**config.mk**
```make
export PLATFORM = sky130hd
export DESIGN_NAME = fifo_fwft_pf
export DESIGN_NICKNAME = d
export VERILOG_FILES = /design/src/rtl/fifo_fwft_pf.sv
export SDC_FILE = /design/constraint.sdc
export NUM_CORES = 1
export LEC_CHECK = 0
export BUFFER_PORTS_ARGS = -buffer_cell sky130_fd_sc_hd__buf_2
export CAP_MARGIN = 20
export CORE_AREA = 2 2 224 226
export CTS_BUF_LIST = sky130_fd_sc_hd__clkbuf_2 sky130_fd_sc_hd__clkbuf_4 sky130_fd_sc_hd__clkbuf_8
export DETAILED_ROUTE_END_ITERATION = 8
export DIE_AREA = 0 0 226 228
export SLEW_MARGIN = 20
export SYNTH_ARGS = -nofsm -noshare
export SYNTH_HDL_FRONTEND = slang
export SYNTH_SLANG_ARGS = --single-unit
```
**constraint.sdc**
```tcl
create_clock -name clk -period 3.35 [get_ports clk]
set_input_delay 0 -clock clk [delete_from_list [all_inputs] [get_ports clk]]
set_output_delay 0 -clock clk [all_outputs]
set_load 0.02 [all_outputs]
```
**src/rtl/fifo_fwft_pf.sv**
```systemverilog
// fifo_fwft_pf: FWFT sync FIFO (RAM + latency-hiding prefetch buffer) with thresholds, error pulses and count
module fifo_fwft_pf #(
  parameter int DATA_WIDTH = 8,
  parameter int FIFO_DEPTH = 32,
  parameter int ADDR_WIDTH = $clog2(FIFO_DEPTH),
  parameter int RD_LAT = 1,
  parameter int AF_THRESH = FIFO_DEPTH - 4,
  parameter int AE_THRESH = 4
) (
  input  logic                  clk,
  input  logic                  rst_n,
  input  logic                  wen,
  input  logic [DATA_WIDTH-1:0] wdata,
  output logic                  full,
  output logic                  almost_full,
  output logic                  overflow,
  input  logic                  ren,
  output logic [DATA_WIDTH-1:0] rdata,
  output logic                  empty,
  output logic                  almost_empty,
  output logic                  underflow,
  output logic [ADDR_WIDTH:0]   count
);
  localparam int B = RD_LAT + 1;
  localparam int CW = ADDR_WIDTH + 1;
  localparam logic [CW-1:0] DEPTH_C = CW'(FIFO_DEPTH);
  localparam logic [CW-1:0] AF_C = CW'(AF_THRESH);
  localparam logic [CW-1:0] AE_C = CW'(AE_THRESH);
  if (FIFO_DEPTH < 4 || (FIFO_DEPTH & (FIFO_DEPTH - 1)) != 0) begin : g_depth_chk
    $fatal(1, "fifo_fwft_pf: FIFO_DEPTH must be a power of two >= 4");
  end
  if (RD_LAT < 1 || RD_LAT > 2) begin : g_lat_chk
    $fatal(1, "fifo_fwft_pf: RD_LAT must be 1 or 2");
  end
  if (!(AE_THRESH < AF_THRESH && AF_THRESH <= FIFO_DEPTH)) begin : g_thr_chk
    $fatal(1, "fifo_fwft_pf: need AE_THRESH < AF_THRESH <= FIFO_DEPTH");
  end
  logic [DATA_WIDTH-1:0] mem [FIFO_DEPTH];
  logic [DATA_WIDTH-1:0] pd [RD_LAT];
  logic [DATA_WIDTH-1:0] pbuf [B];
  logic [DATA_WIDTH-1:0] pbuf_n [B];
  logic [ADDR_WIDTH:0] wptr, rptr;
  logic [RD_LAT-1:0] pv;
  logic [1:0] bcnt, bcnt_n, inflight, widx;
  logic [CW-1:0] count_n;
  logic wr_acc, rd_acc, issue, arrive;
  assign wr_acc = wen && !full;
  assign rd_acc = ren && !empty;
  assign arrive = pv[RD_LAT-1];
  assign inflight = {1'b0, pv[0]} + (RD_LAT == 2 ? {1'b0, pv[RD_LAT-1]} : 2'd0);
  assign issue = (wptr != rptr) && ({1'b0, bcnt} + {1'b0, inflight} - {2'b0, rd_acc}) < 3'(B);
  assign widx = bcnt - {1'b0, rd_acc};
  assign bcnt_n = bcnt + {1'b0, arrive} - {1'b0, rd_acc};
  assign count_n = count + CW'(wr_acc) - CW'(rd_acc);
  assign rdata = pbuf[0];
  always_comb begin
    for (int i = 0; i < B; i++)
      pbuf_n[i] = (arrive && widx == 2'(i)) ? pd[RD_LAT-1] :
                  (rd_acc && i < B - 1) ? pbuf[(i + 1) % B] : pbuf[i];
  end
  always_ff @(posedge clk) begin
    if (wr_acc) mem[wptr[ADDR_WIDTH-1:0]] <= wdata;
    pd[0] <= mem[rptr[ADDR_WIDTH-1:0]];
    for (int i = 1; i < RD_LAT; i++) pd[i] <= pd[i-1];
  end
  always_ff @(posedge clk) begin
    if (!rst_n) begin
      wptr <= '0;
      rptr <= '0;
      pv <= '0;
      bcnt <= '0;
      count <= '0;
      for (int i = 0; i < B; i++) pbuf[i] <= '0;
      full <= 1'b0;
      almost_full <= AF_THRESH == 0;
      almost_empty <= 1'b1;
      empty <= 1'b1;
      overflow <= 1'b0;
      underflow <= 1'b0;
    end else begin
      wptr <= wptr + CW'(wr_acc);
      rptr <= rptr + CW'(issue);
      pv <= RD_LAT'({pv, issue});
      bcnt <= bcnt_n;
      count <= count_n;
      pbuf <= pbuf_n;
      full <= count_n == DEPTH_C;
      almost_full <= count_n >= AF_C;
      almost_empty <= count_n <= AE_C;
      empty <= bcnt_n == 2'd0;
      overflow <= wen && full;
      underflow <= ren && empty;
    end
  end
endmodule
```
======== After elaboration in Yosys (flattened, before gate mapping) ========
Memories as Yosys holds them, arrays and structs flattened. A register that Yosys moved wholly into a read port is not among the register bits.
Index checks and enable logic that the tools add are counted.
word-level totals
  RAM bits ................................ 264
  input port bits ......................... 12
  flip-flop bits (word level) ............. 43
  memories kept ........................... 2
  logic and storage cells ................. 47
operators by class
  reductions and logical operators ........ 12
  equal/unequal tests ..................... 3
  $add $sub $neg .......................... 9
  mux-type cells .......................... 5
  magnitude comparators ................... 3
memories
  name  words  bits a word  read ports  clocked after memory_dff  write ports  RTL line  text
  mem   32     8            1           1                         1            38        logic [DATA_WIDTH-1:0] mem [FIFO_DEPTH];
  pd    1      8            1           0                         1            39        logic [DATA_WIDTH-1:0] pd [RD_LAT];
operators by type and width
  cell                                                                                 number
  6-bit by 1-bit adder with 6-bit output                                               3
  8-bit two-way mux                                                                    2
  1-bit logical AND                                                                    7
  6-bit == test, second input constant                                                 1
  6-bit by 5-bit greater-or-equal comparator with 1-bit output, second input constant  1
  6-bit by 3-bit <= comparator with 1-bit output, second input constant                1
  6-bit != test                                                                        1
  6-bit by 1-bit subtractor with 6-bit output                                          1
  5-bit two-way mux                                                                    1
  2-bit zero test                                                                      2
  2-bit by 1-bit subtractor with 2-bit output                                          2
  2-bit by 1-bit adder with 3-bit output                                               1
  3-bit by 2-bit less-than comparator with 1-bit output, second input constant         1
  3-bit by 1-bit subtractor with 3-bit output                                          1
  2-bit by 1-bit adder with 2-bit output                                               1
  2-bit by 1-bit == test with 1-bit output, second input constant                      1
  1-bit zero test                                                                      2
  1-bit two-way mux                                                                    2
  2-bit nonzero test                                                                   1

======== Longest topological paths before layout ========
Gate-level depths: netlist (run 1).
  depth after elaboration ................. 7
  mapped depth ............................ 15
  gate-level depth less buffers ........... 13

======== Worst setup path after synthesis (run 1) ========
No wires, ideal clock.
  path type ............................... register -> register
  start ................................... reg empty
  end ..................................... reg rptr[4]
  period minus slack after synthesis ...... 2799 ps
  stages on the path, launching flop included .. 16
  slack ................................... 551 ps
  setup time .............................. 128 ps
  arrival ................................. 2671 ps
  data required time ...................... 3222 ps
  cells stage by stage .................... dfxtp_1 -> nor2b_1 -> clkbuf_1 -> buf_2 -> xor2_1 -> ha_1 -> inv_1 -> fa_1 -> xnor2_1 -> nand2_1 -> a31oi_1 -> ha_1 -> ha_1 -> nand3_1 -> xnor2_1 -> nor2_1
between the ends
  longest elaborated chain between the ends .. 6
RTL lines
  what                                                   RTL line  text
  start, declared                                        19        output logic empty,
  start signal, assigned                                 77        empty <= 1'b1;
  start signal, assigned                                 90        empty <= bcnt_n == 2'd0;
  1-bit zero test                                        48        assign rd_acc = ren && !empty;
  1-bit logical AND                                      48
  3-bit by 1-bit subtractor with 3-bit output            51        assign issue = (wptr != rptr) && ({1'b0, bcnt} + {1'b0, inflight} - {2'b0, rd_acc}) < 3'(B);
  3-bit by 2-bit less-than comparator with 1-bit output  51
  1-bit logical AND                                      51
  named net issue                                        46        logic wr_acc, rd_acc, issue, arrive;
  6-bit by 1-bit adder with 6-bit output                 82        rptr <= rptr + CW'(issue);
  end signal, assigned                                   82
  end, declared                                          42        logic [ADDR_WIDTH:0] wptr, rptr;
The timed path passes the listed nets, and every way through them passes these cells.
A chain may end at the register's enable or synchronous reset.

======== Worst setup path after layout (run 1) ========
Same ends and word-level chain as after synthesis.

==> results of run 1 <==
## critical path: cells and delay by family (launching register included)
family | cells | cell delay (ns)
AO/OA/AOI/OAI | 1 | 0.19
XOR/XNOR | 3 | 0.52
buffers and inverters | 1 | 0.05
flip-flops | 1 | 0.31
AND/OR/NAND/NOR | 4 | 0.39
adder cells (fa/ha/maj) | 4 | 0.97
## cell usage in the layout, fill, tap and decap left out, drive strengths merged, types with 13 or more instances in the layout
master	n
clkbuf	66
a21oi	16
buf	59
mux4	48
clkinv	18
edfxtp	256
nor2	65
mux2i	47
xnor2	13
dfxtp	51
## what timing repair did
action | 4_1_cts | 5_1_grt
endpoints found under the setup margin | 0 | 0
hold buffers | 9 | 0
endpoints found under the hold margin | 139 | 0
## logic make-up (layout without fill, tap and decap cells)
group,Yosys count,after routing
flip-flops,307,307
adder cells (fa/ha/maj),13,13
XOR/XNOR,22,22
AO/OA/AOI/OAI,73,73
multiplexers,97,97
AND/OR/NAND/NOR,114,114
buffers and inverters,53,164
## cell usage after synthesis, drive strengths merged (8+ instances only)
master / number / share of area
dfxtp: 51 / 0.084
ha: 11 / 0.011
o221ai: 8 / 0.0058
edfxtp: 256 / 0.63
a2111oi: 8 / 0.0086
a22o: 9 / 0.0065
xor2: 9 / 0.0065
a211oi: 9 / 0.0056
a21oi: 16 / 0.0066
nand3: 8 / 0.0033
clkbuf: 15 / 0.0046
buf: 29 / 0.018
mux4: 48 / 0.093
inv: 8 / 0.0025
and2: 11 / 0.0057
nor2: 65 / 0.020
mux2i: 47 / 0.039
xnor2: 13 / 0.0094
## layout make-up
class	count	area (sq um)	share of cell area
clock buffer	66	808	0.0573
inverter	9	33.8	0.00240
clock inverter	21	145	0.0103
tap	672	841	0.0596
multi-input combinational	319	3090	0.219
sequential	307	8710	0.618
timing repair buffer	68	468	0.0332
## stage by stage
| stage | util | instances | hold WS (ns) |
|---|---|---|---|
| after floorplan | - | 679 | 0.0989 |
| after detailed placement | 0.265 | 1366 | 0.253 |
| after global routing | 0.286 | 1462 | 0.0132 |
| final | 0.286 | 1462 | 0.0108 |
| after CTS | 0.286 | 1462 | 0.000509 |
| after global placement | 0.265 | 1366 | 0.244 |
## state kept, by name (all words and copies together) (netlist names), 2 cells and up
register	flops
bcnt	2
pbuf	8
rptr	6
mem	256
count	6
rdata	8
wptr	6
pd	8
## how the worst min path moves through the flow
| stage | startpoint | to | slack [ns] | cells past startpoint |
|---|---|---|---|---|
| 6_report | wdata[2] | mem[17][2]$_DFFE_PP_ | 0.01 | 1 |
| 5_1_grt | wdata[3] | mem[5][3]$_DFFE_PP_ | 0.01 | 1 |
| 4_1_cts | wdata[2] | mem[20][2]$_DFFE_PP_ | 0.0005 | 1 |
| 3_5_place_dp | wen | overflow$_SDFF_PN0_ | 0.25 | 2 |
| 3_3_place_gp | wen | overflow$_SDFF_PN0_ | 0.24 | 2 |
| 2_1_floorplan | wdata[0] | mem[0][0]$_DFFE_PP_ | 0.1 | 0 |
## power breakdown
group	switching, mW	total, mW	internal, mW
Sequential	0.187	4.53	4.35
Combinational	0.970	1.72	0.752
Clock	1.43	3.15	1.72
Total	2.59	9.41	6.81
## routing by layer
layer,track usage,part of all wire,vias to the layer above,wire length [um]
li1,-,-,2838,-
met1,0.144,0.44,3231,12000
met2,0.158,0.45,236,12300
met3,0.0300,0.082,49,2230
met4,0.0302,0.021,0,563
met5,0,0,-,0
==> flow_summary.ini, run 1 <==
[outcome]
status = completed

[worst_setup_path]
path_cells = nor2b_1 -> xor2_1 -> ha_1 -> inv_1 -> fa_1 -> xnor2_1 -> nand2_1 -> a31oi_1 -> ha_1 -> ha_1 -> nand3_1 -> xnor2_1 -> nor2_1
crit_slowest_cell = fa_1
worstPathArrival_ns = 3.03
required_ns = 3.78
rr_endpoint = rptr[4]$_SDFF_PN0_
cpMostUsedCell = ha_1
slowest_delay_ns = 0.37
r2r-start = empty$_SDFF_PN1_
endpoint = rptr[4]$_SDFF_PN0_
ff2ff_path_depth = 13
endpoint_kind = flop
reg2reg_slack_ns = 0.75
cp_max_fo = 3
critPathLaunch = empty$_SDFF_PN1_
crit_path_start_kind = flop
critical_path_class = reg2reg

[clock_network]
root_buffer = clkbuf_8
clock-sinks = 307
cts_buffers = 48
cts-resized-gates = 0
clock_path_buffers = 3
ctsHtreeMaxLevel = 2
clk_latency_ns = 0.58
tritoncts = built
post_cts_buffers = 0
clk_pin_slew_ns = 0.06

[routing]
routed_wl_mm = 27.1
post_drt_wl_per_cell_um = 18.5
drcViolationCount = 0
via_count = 6354
drt_iter0_drc = 574
ant_nets = 0
vias_per_cell = 4.35
drt_pre_antenna_iters = 5

[timing]
final_hold_viol_count = 0
setup_viol = 0
grt_setup_unrepaired = false
fin_crit_ns = 2.60
drv_slew = 0
timing.final.crit_share = 0.775
tightestPinTransition_ns = 0.973
finalClockSkew_ns = 0.0308
fmax_mhz = 385
maxSlewHeadroom = 0.350
final.setup.tns_ns = 0
worst_slack_ns = 0.752

[layout]
antenna_cells = 0
synthToLayoutAreaGrowth_pct = 16.4
fillerInstances = 4905
final_layout_size_suffix_gt1_frac = 0.229
fin_nets = 778
fin_area_sq_um = 14100

[logic_synthesis]
async_flop_share = 0
synthAdderAreaFrac = 0.0147
synthMuxAreaShare = 0.134
synthSimpleGateAreaFrac = 0.0444
syn_nets = 704
yosys.area_share.xor_xnor = 0.0159
seq_area_frac_synth = 0.719
synth_cell_types = 49
synth_top_family_by_area = multiplexers
syn_area_sq_um = 12100
synth_edf_count = 256
ys.flop_type = edfxtp_1
synth-compound-area-share = 0.0463
synth_seq_cells = 307
avgSynthCellArea_sq_um = 17.8
synth_warnings = 0
synth_cells = 679

[global_route]
grt_use_total = 0.104
grt_start_max_net_pins = 33
antenna_found_initial = 0
grt_pass1_vias = 6410
overflow = 0
grt_pass1_wl_mm = 40.1

[place]
dp_slack_ns = 0.767
place_area_sq_um = 13100
hpwlAfterDp_mm = 16.6
port_buffers = 31
place_congestion = 0.819

[pwr]
total_power_mw = 9.41
ir_worst_vdd_mv = 0.288
p_leak_nw = 4.53
power.density_nw_per_um2 = 667

[floorplanning]
die_y_um = 228
io_pins = 32
core_sq_um = 49300
rows = 82
start_util = 0.245
dieWidth_um = 226
die_area_sq_um = 51500

[hold_path]
min_path_type = in2reg

[flow_run]
maxCapViolCount = 0
(Power assumes the default switching activity.)
==> run 2: changes to the inputs <==
--- a/config.mk
+++ b/config.mk
@@ -5,12 +5,13 @@
 export SDC_FILE = /design/constraint.sdc
 export NUM_CORES = 1
 export LEC_CHECK = 0
+export ABC_AREA = 1
 export BUFFER_PORTS_ARGS = -buffer_cell sky130_fd_sc_hd__buf_2
 export CAP_MARGIN = 20
-export CORE_AREA = 2 2 224 226
+export CORE_AREA = 2 2 233 235
 export CTS_BUF_LIST = sky130_fd_sc_hd__clkbuf_2 sky130_fd_sc_hd__clkbuf_4 sky130_fd_sc_hd__clkbuf_8
 export DETAILED_ROUTE_END_ITERATION = 8
-export DIE_AREA = 0 0 226 228
+export DIE_AREA = 0 0 235 237
 export SLEW_MARGIN = 20
 export SYNTH_ARGS = -nofsm -noshare
 export SYNTH_HDL_FRONTEND = slang
==> constraint.sdc (replaced) <==
create_clock -name clk -period 2.6 [get_ports clk]
set_input_delay 0 -clock clk [delete_from_list [all_inputs] [get_ports clk]]
set_output_delay 0 -clock clk [all_outputs]
set_load 0.02 [all_outputs]
==> flow_summary.ini, run 2 <==
[outcome]
status = completed

[clock_network]
tritoncts = built
cts_buffers = 48
root_buffer = clkbuf_8
clk_latency_ns = 0.58
clk_pin_slew_ns = 0.06
ctsHtreeMaxLevel = 2
clock-sinks = 307
clock_path_buffers = 3
post_cts_buffers = 0

[pwr]
p_comb_frac = 0.229
p_clk_frac = 0.324
ir_worst_vdd_mv = 0.347
total_power_mw = 12.9
p_sw_mw = 4.05
power.density_nw_per_um2 = 847
p_int_mw = 8.82
p_seq_frac = 0.448
p_leak_nw = 6.20
swShare = 0.314

[place]
place_congestion = 0.879
dp_cells = 2011
port_buffers = 31
hpwlAfterDp_mm = 18.9
place_area_sq_um = 14100

[logic_synthesis]
synth_cells = 1311
synth_area_leaders = edfxtp_1, nand2_1, dfxtp_1
yosysTopAreaCell = edfxtp_1
ys.flop_type = edfxtp_1
synth_warnings = 0
avgSynthCellArea_sq_um = 10.0
syn_nets = 1336
synth_edf_count = 256
seq_area_frac_synth = 0.663
async_flop_share = 0
yosysMostFrequentCell = nand2_1
netlist_top_cells_count = nand2_1, edfxtp_1, nand3_1
syn_area_sq_um = 13100
synth_seq_cells = 307
synth_top_cell_area_share = 0.585
synth_cell_types = 29

[floorplanning]
die_area_sq_um = 55700
start_util = 0.247
die_y_um = 237
rows = 85
core_sq_um = 53300
io_pins = 32
dieWidth_um = 235

[timing]
final.setup.tns_ns = 0
fin_crit_ns = 2.50
tightestPinTransition_ns = 0.772
final_hold_viol_count = 0
holdWs_ns = 0.0220
timing.final.crit_share = 0.960
setup_viol = 0
fmax_mhz = 401
grt_setup_unrepaired = true
finalClockSkew_ns = 0.0143
maxSlewHeadroom = 0.485
drv_slew = 0

[layout]
fillerInstances = 5540
final_common_cell = nand2_1
final_cell_mix = nand2_1, edfxtp_1, nand3_1
synthToLayoutAreaGrowth_pct = 15.6
multi_input_area_sq_um = 3430
seqCellArea_sq_um = 8710
fin_cells = 2102
fin_nets = 1393
fin_area_sq_um = 15200
final_layout_size_suffix_gt1_frac = 0.117
largest_reg_flops = 256

[worst_setup_path]
path_cells = nor2_1 -> nand3_1 -> nor2_1
endpoint_kind = flop
crit_slowest_cell = nor2_1
required_ns = 2.81
worst-path-stages = 3
critical_path_class = reg2reg
worstPathArrival_ns = 2.71
slowest_delay_ns = 0.73
cp_max_fo = 8
ff2ff_path_depth = 3
crit_path_start_kind = flop
critPathBufInv = 0
crit_family = simple AND/OR/NAND/NOR gates
cpMostUsedCell = nor2_1

[routing]
drt_pre_antenna_iters = 7
vias_per_cell = 4.24
via_count = 8912
drcViolationCount = 0
routed_wl_mm = 30.6
ant_nets = 0
post_drt_wl_per_cell_um = 14.6
drt_iter0_drc = 684

[global_route]
antenna_found_initial = 0
grt_pass1_vias = 8555
grt_start_max_net_pins = 93
grt_use_total = 0.108
overflow = 0
grt_pass1_wl_mm = 47.2

[hold_path]
min_path_type = in2reg
whs_path_depth = 1

[flow_run]
maxCapViolCount = 0
[run 2: changes by cell type after synthesis, moves of 23 or more]
cell,before,now
mux2i_1,47,0
mux4_2,35,0
o21ai_0,2,25
nand3_1,8,174
buf_2,10,35
inv_1,8,164
nand2_1,7,409
[run 2: worst paths after layout]
kind / startpoint / endpoint / slack [ns]
worst min-delay path: wdata[5] / mem[25][5]$_DFFE_PP_ / 0.02
worst min register to register: pd[0][6]$_DFF_P_ / rdata[6]$_SDFFE_PN0P_ / 0.47
worst max register to register: full$_SDFF_PN0_ / mem[0][6]$_DFFE_PP_ / 0.10
worst max-delay path: full$_SDFF_PN0_ / mem[0][6]$_DFFE_PP_ / 0.10
[run 2: per-stage QoR]
stage	utilization	setup WS (ns)
2_1_floorplan	-	0.0166
3_3_place_gp	0.265	0.0953
3_5_place_dp	0.265	0.0771
4_1_cts	0.285	0.0518
5_1_grt	0.285	-0.0354
6_report	0.285	0.104
[run 2: metal layers]
layer | up-vias | GRT usage | wire [um]
li1 | 4396 | - | -
met2 | 276 | 0.170 | 13900
met1 | 4184 | 0.140 | 13400
met4 | 0 | 0.0380 | 773
met5 | - | 0 | 0
met3 | 56 | 0.0331 | 2530
[run 2: area by class of cell]
| cell class | instances | share of cell area |
|---|---|---|
| flip-flops and latches | 307 | 0.574 |
| multi-input cells | 765 | 0.226 |
| well taps | 696 | 0.0573 |
| clock buffers | 68 | 0.0559 |
| inverters | 171 | 0.0423 |
| repair buffers | 75 | 0.0358 |
| clock inverters | 19 | 0.00915 |
| diodes | 1 | 0.000165 |
[run 2: kinds of logic after synthesis]
family | Yosys count | synth area share
buf+inv | 239 | 0.0782
xor+xnor | 8 | 0.00533
compound gates | 72 | 0.0291
simple gates | 672 | 0.211
flops | 307 | 0.663
fa+ha+maj | 13 | 0.0135
[run 2: power by group through the flow]
stage / Combinational (mW) / Clock (mW) / Sequential, mW
finish: 2.94 / 4.17 / 5.76
detailed placement: 2.90 / 0 / 5.86
CTS: 2.92 / 4.27 / 5.76
global placement: 2.86 / 0 / 5.86
floorplan: 2.07 / 0 / 5.89
global route: 3.31 / 4.47 / 5.79
[run 2: repair_timing]
item	CTS	global route
endpoints found under the setup margin	0	59
gates resized for setup	0	7
hold buffers	3	0
endpoints found under the hold margin	34	0
